`config.mk`:
```
export PLATFORM = sky130hd
export DESIGN_NAME = sysctl_regbank
export DESIGN_NICKNAME = d
export VERILOG_FILES = /design/src/rtl/sysctl_regbank.sv
export SDC_FILE = /design/constraint.sdc
export NUM_CORES = 1
export LEC_CHECK = 0
export ABC_AREA = 1
export BUFFER_PORTS_ARGS = -buffer_cell sky130_fd_sc_hd__buf_2
export CAP_MARGIN = 15
export CORE_UTILIZATION = 25
export CTS_BUF_LIST = sky130_fd_sc_hd__clkbuf_4
export CTS_CLUSTER_DIAMETER = 60
export DETAILED_ROUTE_END_ITERATION = 10
export PLACE_DENSITY = 0.62
export SYNTH_ARGS = -nofsm -noshare
export SYNTH_HDL_FRONTEND = slang
export SYNTH_SLANG_ARGS = --single-unit
```
`constraint.sdc`:
```
create_clock -name clk -period 1.2 [get_ports clk]
set_clock_uncertainty 0.05 [all_clocks]
set_input_delay 0.12 -clock clk [delete_from_list [all_inputs] [get_ports clk]]
set_output_delay 0.12 -clock clk [all_outputs]
set_load 0.03 [all_outputs]
```
`src/rtl/sysctl_regbank.sv`:
```
// Byte-wide system-control register bank with a one-cycle-deferred CPU write commit and sticky hardware set bits.
// Optional write-one-to-clear bits are enabled by defining SYSCTL_REGBANK_W1C_EN.
module sysctl_regbank #(
    parameter int                     NUM_REGS    = 3,
    parameter logic [23:0]            BASE_ADDR   = 24'h2000,
    parameter logic [NUM_REGS*8-1:0]  RESET_VALUE = '0,
    parameter logic [NUM_REGS*8-1:0]  W1C_MASK    = '0
) (
    input  logic                    clk,
    input  logic                    reset,
    input  logic                    clk_ce,
    input  logic                    bus_write,
    input  logic [23:0]             bus_address_in,
    input  logic [7:0]              bus_data_in,
    output logic [7:0]              bus_data_out,
    input  logic [NUM_REGS*8-1:0]   hw_set,
    output logic [NUM_REGS*8-1:0]   regs_out,
    output logic [NUM_REGS-1:0]     write_pulse
);

    localparam logic [23:0] LAST_ADDR = 24'(BASE_ADDR + NUM_REGS - 1);

    logic [NUM_REGS-1:0][7:0] regs_q, regs_d;
    logic                     write_pending_q;
    logic                     addr_hit;
    logic [3:0]               addr_idx;
    logic                     commit;

    assign addr_hit = (bus_address_in >= BASE_ADDR) && (bus_address_in <= LAST_ADDR);
    assign addr_idx = 4'(bus_address_in - BASE_ADDR);
    // Reset pre-empts a commit that would otherwise land on this edge.
    assign commit   = clk_ce && write_pending_q && !reset && addr_hit;
    assign regs_out = regs_q;

`ifndef SYSCTL_REGBANK_W1C_EN
    logic unused_w1c;
    assign unused_w1c = ^W1C_MASK;
`endif

    always_comb begin
        bus_data_out = 8'h00;
        for (int i = 0; i < NUM_REGS; i++) begin
            if (addr_hit && addr_idx == 4'(i))
                bus_data_out = regs_q[i];
        end
    end

    always_comb begin
        regs_d      = regs_q;
        write_pulse = '0;
        for (int i = 0; i < NUM_REGS; i++) begin
            if (commit && addr_idx == 4'(i)) begin
                write_pulse[i] = 1'b1;
`ifdef SYSCTL_REGBANK_W1C_EN
                // Masked bits: a written 1 clears, a written 0 holds.
                regs_d[i] = (regs_q[i] & ~bus_data_in & W1C_MASK[i*8 +: 8])
                          | (bus_data_in & ~W1C_MASK[i*8 +: 8]);
`else
                regs_d[i] = bus_data_in;
`endif
            end
            regs_d[i] = regs_d[i] | hw_set[i*8 +: 8];
        end
    end

    always_ff @(posedge clk) begin
        if (reset) begin
            regs_q          <= RESET_VALUE;
            write_pending_q <= 1'b0;
        end else if (clk_ce) begin
            regs_q          <= regs_d;
            write_pending_q <= bus_write;
        end
    end

endmodule

```
==> results of run 1 <==
-- layout by cell type, fill, tap and decap left out, types with 4 or more instances in the layout --
cell type,n
buf_2,70
buf_4,55
nand2_1,47
inv_1,34
buf_6,30
nand2_2,22
nor2_1,22
nor2_2,18
nand3_1,18
dfxtp_1,17
dlygate4sd3_1,15
o21ai_1,14
nor2_4,12
inv_2,9
dfxtp_2,8
o22ai_2,7
a21oi_2,6
nand4_1,5
clkbuf_4,5
nand2_4,4
nand3_4,4
nand3_2,4
a21oi_1,4
-- power groups by stage --
stage	Combinational, uW	Clock (uW)	Sequential [uW]
6_report	792	403	964
5_1_grt	849	432	970
4_1_cts	731	403	955
3_5_place_dp	583	0	970
3_3_place_gp	577	0	967
2_1_floorplan	200	0	1080
-- registers in the layout, indices dropped and copies added, names as in the netlist --
| name | flops |
|---|---|
| write_pending_q | 1 |
| regs_out | 24 |
-- layer usage --
metal,up-vias,track usage
met5,-,0
met4,0,0.05152
met3,16,0.02918
met2,82,0.3891
met1,1211,0.2351
li1,1227,-
-- synth_stat cells --
cell type,instances,area (um2)
inv_4,2,12.51
o21ai_0,13,65.06
o21ai_1,7,35.03
nor2_1,39,146.4
inv_1,45,168.9
nand2_1,71,266.5
nand2_2,1,6.260
nand3_2,2,20.02
a21oi_2,4,35.03
clkbuf_1,3,11.26
nor2_2,12,75.07
a21oi_1,6,30.03
nor2_8,2,40.04
buf_2,2,10.01
nand3_1,22,110.1
nand3_4,2,35.03
nand4_2,1,12.51
nor3_1,1,5.000
buf_4,1,7.510
nand4_1,5,31.28
o22ai_2,2,25.02
dfxtp_1,25,500.5
buf_6,2,22.52
inv_2,2,7.510
o22ai_1,8,50.05
nand2_4,1,11.26
-- cells by family after synthesis --
| group | Yosys count |
|---|---|
| compound gates | 40 |
| buf+inv | 57 |
| flops | 25 |
| simple gates | 159 |
-- through the flow --
stage          cell area, um2  instances
2_1_floorplan            1857        281
3_3_place_gp             2575        472
6_report                 3505        533
4_1_cts                  3301        530
3_5_place_dp             2575        472
5_1_grt                  3505        533
-- layout make-up --
cell class / count / area share
Multi-Input combinational cell: 201 / 0.3856
Timing Repair Buffer: 174 / 0.3727
Sequential cell: 25 / 0.1457
Inverter: 49 / 0.05962
Tap cell: 80 / 0.02856
Clock buffer: 3 / 0.006426
Clock inverter: 1 / 0.001428
-- worst max-delay path: cells and delay by family --
kind	cells	cell delay (ns)
buffers and inverters	3	0.27
AO/OA/AOI/OAI	1	0.22
AND/OR/NAND/NOR	6	0.84
-- path summary, 6_finish.rpt --
check	to	depth (start not counted)	start	slack (ns)
worst max-delay path	bus_data_out[7]	10	bus_address_in[18]	-0.46
worst min-delay path	regs_out[6]$_SDFFE_PP0P_	5	hw_set[6]	0.01
worst max register to register	regs_out[19]$_SDFFE_PP0P_	9	write_pending_q$_SDFFE_PP0P_	-0.18
worst min register to register	regs_out[10]$_SDFFE_PP0P_	2	regs_out[10]$_SDFFE_PP0P_	0.45
-- repair_timing --
action,in CTS,in global routing
gates resized for setup,71,58
pin swaps,19,20
hold buffers,15,0
endpoints found under the setup margin,25,39
gates cloned,3,0
setup buffers,36,4
hold endpoints to repair,15,0
==> impl_metrics.json, run 1 <==
{
  "outcome": "complete, but fails checks",
  "violations": "negative setup slack",
  "grt_max_degree": 16,
  "dr.pass1.iters": 4,
  "path_max_fanout": 8,
  "clkTransAtPathRegs_ns": 0.15,
  "synth.avg_cell_area_um2": 6.194,
  "hpwl_um": 4832,
  "wl_met3_um": 320,
  "initial_utilization": 0.2576,
  "first_iter_violations": 150,
  "cts_buffers": 3,
  "cts_tree": "yes",
  "path_class": "in -> out",
  "worst_hold_slack_ns": 0.01287,
  "syn_inst": 281,
  "synth_nets": 341,
  "power.total_uw": 2159,
  "final.fill_count": 626,
  "pwr-share-seq": 0.446,
  "setup_violations": 35,
  "crit_required_ns": 1.03,
  "drc_errors": 0,
  "peakVddDrop_mv": 0.3758,
  "grt_pass1_vias": 2482,
  "cp.arrival_ns": 1.49,
  "crit_chain": "buf_6 -> nor2_4 -> nand2_1 -> nor2_2 -> nand2_4 -> nor2_4 -> nand2_8 -> o22ai_4 -> inv_2 -> buf_6",
  "met1_length_um": 3202,
  "relSlewSlack": 0.8204,
  "yosysUniqueCellTypes": 26,
  "antenna_found_initial": 0,
  "vias": 2536,
  "fmax_ghz": 0.6036,
  "dp_slack_ns": -0.4789,
  "slowest_delay_ns": 0.26,
  "slowest_stage": "nor2_4",
  "h-tree-depth": 1,
  "synth_top_family_by_area": "simple AND/OR/NAND/NOR gates",
  "rsz0062_at_grt": "true",
  "grt.total_usage": 0.2035,
  "wl_per_cell_um": 14.62,
  "place_congestion": 0.7997,
  "drive_above_1_share": 0.6049,
  "port_buffers": 94,
  "regArea_um2": 510.5,
  "synthMuxAreaShare": 0,
  "worst_pin_slew_ns": 0.2688,
  "root_buffer": "clkbuf_4",
  "fp.dieH_um": 85.44,
  "synthAdderAreaFrac": 0,
  "hold_viol": 0,
  "num_rows": 30,
  "multi_input_area_um2": 1351,
  "wl_met2_um": 4097,
  "synth_area_um2": 1740,
  "worstHoldPathType": "in -> reg",
  "clock-sinks": 25,
  "clockBufferDepth": 2,
  "dieArea_um2": 7299,
  "critPathCaptureType": "primary output",
  "grt_pass1_wl_um": 11750,
  "insertion_delay_ns": 0.33,
  "combPwrFrac": 0.367,
  "critPathLaunchType": "input port",
  "fin_tns_setup_ns": -10.28,
  "seq_area_frac_synth": 0.2876,
  "sw_frac_of_total": 0.3602,
  "maxCapViolations": 0,
  "fin_ws_ns": -0.4567,
  "overflow": 0,
  "final_nets": 514,
  "n_antenna_cell": 0,
  "p_clk_frac": 0.187,
  "io_pins": 95,
  "synth-xor-area-share": 0,
  "p_sw_uw": 777.8,
  "synth_warnings": 0,
  "synth_compound_area_frac": 0.1380,
  "wirelength_um": 7794,
  "power.density_nw_per_um2": 616.1,
  "synth-simple-area-share": 0.4364,
  "p_leak_uw": 0.001864,
  "p_int_uw": 1381,
  "via_per_inst": 4.758,
  "finalCriticalPeriod_ns": 1.657,
  "top_layer": "met4",
  "drv_slew": 0,
  "die_w_um": 85.44,
  "core_um2": 6756,
  "fin_util": 0.5187,
  "finalCritPeriodShare": 1.381,
  "area.growth.synth_to_final_pct": 101.4,
  "synth-seq-cells": 25,
  "drtAntennaViolNets": 0
}
Power figures use the tool's default switching activity.
==> run 2, diff against run 1 <==
--- a/config.mk
+++ b/config.mk
@@ -8,11 +8,13 @@
 export ABC_AREA = 1
 export BUFFER_PORTS_ARGS = -buffer_cell sky130_fd_sc_hd__buf_2
 export CAP_MARGIN = 15
+export CELL_PAD_IN_SITES_DETAIL_PLACEMENT = 0
+export CELL_PAD_IN_SITES_GLOBAL_PLACEMENT = 1
 export CORE_UTILIZATION = 25
 export CTS_BUF_LIST = sky130_fd_sc_hd__clkbuf_4
 export CTS_CLUSTER_DIAMETER = 60
 export DETAILED_ROUTE_END_ITERATION = 10
-export PLACE_DENSITY = 0.62
+export PLACE_DENSITY = 0.83
 export SYNTH_ARGS = -nofsm -noshare
 export SYNTH_HDL_FRONTEND = slang
 export SYNTH_SLANG_ARGS = --single-unit
==> impl_metrics.json, run 2 (same netlist as run 1, synthesis figures left out) <==
{
  "hpwl_um": 4873,
  "clockBufferDepth": 2,
  "clock-sinks": 25,
  "largest_register_ffs": 24,
  "wirelength_um": 7433,
  "fin_ws_ns": -0.3966,
  "violations": "negative setup slack",
  "drtAntennaViolNets": 0,
  "drc_errors": 0,
  "rsz0062_at_grt": "true",
  "power.density_nw_per_um2": 610.3,
  "layout_commonest_cell": "buf_2",
  "hold_viol": 0,
  "mostFrequentLayoutCells": "buf_2, nand2_1, buf_4",
  "area.growth.synth_to_final_pct": 103.4,
  "h-tree-depth": 1,
  "first_iter_violations": 80,
  "path_class": "in -> out",
  "worstHoldPathType": "in -> reg",
  "maxCapViolations": 0,
  "fmax_ghz": 0.6263,
  "insertion_delay_ns": 0.32,
  "num_rows": 30,
  "antenna_found_initial": 0,
  "peakVddDrop_mv": 0.3333,
  "finalCriticalPeriod_ns": 1.597,
  "p_leak_uw": 0.001825,
  "fin_tns_setup_ns": -9.139,
  "grt_max_degree": 16,
  "path_max_fanout": 8,
  "n_antenna_cell": 0,
  "wl_per_cell_um": 14.10,
  "finalCritPeriodShare": 1.331,
  "drv_slew": 0,
  "power.total_uw": 2160,
  "critPathLaunchType": "input port",
  "vias": 2441,
  "io_pins": 95,
  "overflow": 0,
  "grt_pass1_wl_um": 11550,
  "outcome": "complete, but fails checks",
  "die_w_um": 85.44,
  "cts_tree": "yes",
  "via_per_inst": 4.632,
  "port_buffers": 94,
  "setup_violations": 35,
  "cts_buffers": 3,
  "dp_slack_ns": -0.5343,
  "grt_pass1_vias": 2458,
  "initial_utilization": 0.2576,
  "critPathCaptureType": "primary output",
  "grt.total_usage": 0.2007,
  "core_um2": 6756,
  "place_congestion": 0.8313,
  "drive_above_1_share": 0.5906,
  "worst_pin_slew_ns": 0.2312,
  "final_nets": 508,
  "clkTransAtPathRegs_ns": 0.14,
  "relSlewSlack": 0.8455,
  "crit_required_ns": 1.03,
  "dr.pass1.iters": 4,
  "multi_input_area_um2": 1389,
  "root_buffer": "clkbuf_4",
  "dieArea_um2": 7299,
  "regArea_um2": 505.5,
  "final.fill_count": 636,
  "cp.arrival_ns": 1.43,
  "fp.dieH_um": 85.44
}
## run 2: cell types whose count changed in the layout (fill, tap and decap cells not counted), moves of 2 or more
cell | previous run | this run
buf_4 | 55 | 48
nand3_1 | 18 | 16
buf_8 | 0 | 2
nand2_1 | 47 | 54
nor2_1 | 22 | 16
nand2_2 | 22 | 15
buf_6 | 30 | 32
nor2_2 | 18 | 13
dfxtp_1 | 17 | 21
o22ai_4 | 3 | 0
o21ai_2 | 2 | 4
o22ai_2 | 7 | 10
nor2_4 | 12 | 22
dfxtp_2 | 8 | 4
## run 2: final timing paths
kind / cells after the start / slack, ns / startpoint / endpoint
hold reg to reg: 2 / 0.46 / regs_out[17]$_SDFFE_PP0P_ / regs_out[17]$_SDFFE_PP0P_
setup / recovery: 12 / -0.40 / bus_address_in[15] / bus_data_out[2]
hold / removal: 5 / 0.02 / hw_set[6] / regs_out[6]$_SDFFE_PP0P_
setup reg to reg: 8 / -0.09 / write_pending_q$_SDFFE_PP0P_ / regs_out[22]$_SDFFE_PP0P_
## run 2: layer usage
metal | vias up | track usage | share of wire
met2 | 73 | 0.3607 | 0.53
met1 | 1133 | 0.2439 | 0.41
li1 | 1221 | - | -
met3 | 14 | 0.02821 | 0.045
met5 | - | 0 | 0
met4 | 0 | 0.06818 | 0.019
## run 2: what timing repair did
item | in CTS | in global routing
hold buffers | 15 | 0
setup endpoints to repair | 32 | 38
pin swaps | 27 | 16
gates cloned | 1 | 0
buffers inserted | 31 | 1
endpoints found under the hold margin | 15 | 0
gates resized for setup | 99 | 37
## run 2: metrics by stage
stage | instance area, um2 | instances | hold slack [ns] | util
2_1_floorplan | 1857 | 281 | 0.1874 | -
5_1_grt | 3540 | 527 | 0.01973 | 0.5239
3_5_place_dp | 2605 | 476 | 0.2792 | 0.3856
3_3_place_gp | 2605 | 476 | 0.2760 | 0.3856
6_report | 3540 | 527 | 0.02263 | 0.5239
4_1_cts | 3398 | 526 | 0.004092 | 0.5030
## run 2: critical path, stage by stage
cell and delay [ns]:
buf_6 0.10, nor2_4 0.12, nand2_2 0.08, nor2_4 0.14
nand2_4 0.08, nor2_8 0.13, buf_4 0.15, nand2_8 0.10
nor2_2 0.13, o22ai_2 0.10, inv_2 0.06, buf_6 0.12
## run 2: area by class of cell
type / count / share of cell area
clock buffer: 4 / 0.008484
inverter: 49 / 0.05903
multi-input combinational: 200 / 0.3924
sequential: 25 / 0.1428
tap: 80 / 0.02828
timing repair buffer: 169 / 0.3690
## run 2: where the power goes
group	switching [uW]	leakage, uW	total (uW)	internal, uW
logic	436	0.00160	787	350
registers	60.7	0.000209	957	896
clock network	264	0.0000184	416	153
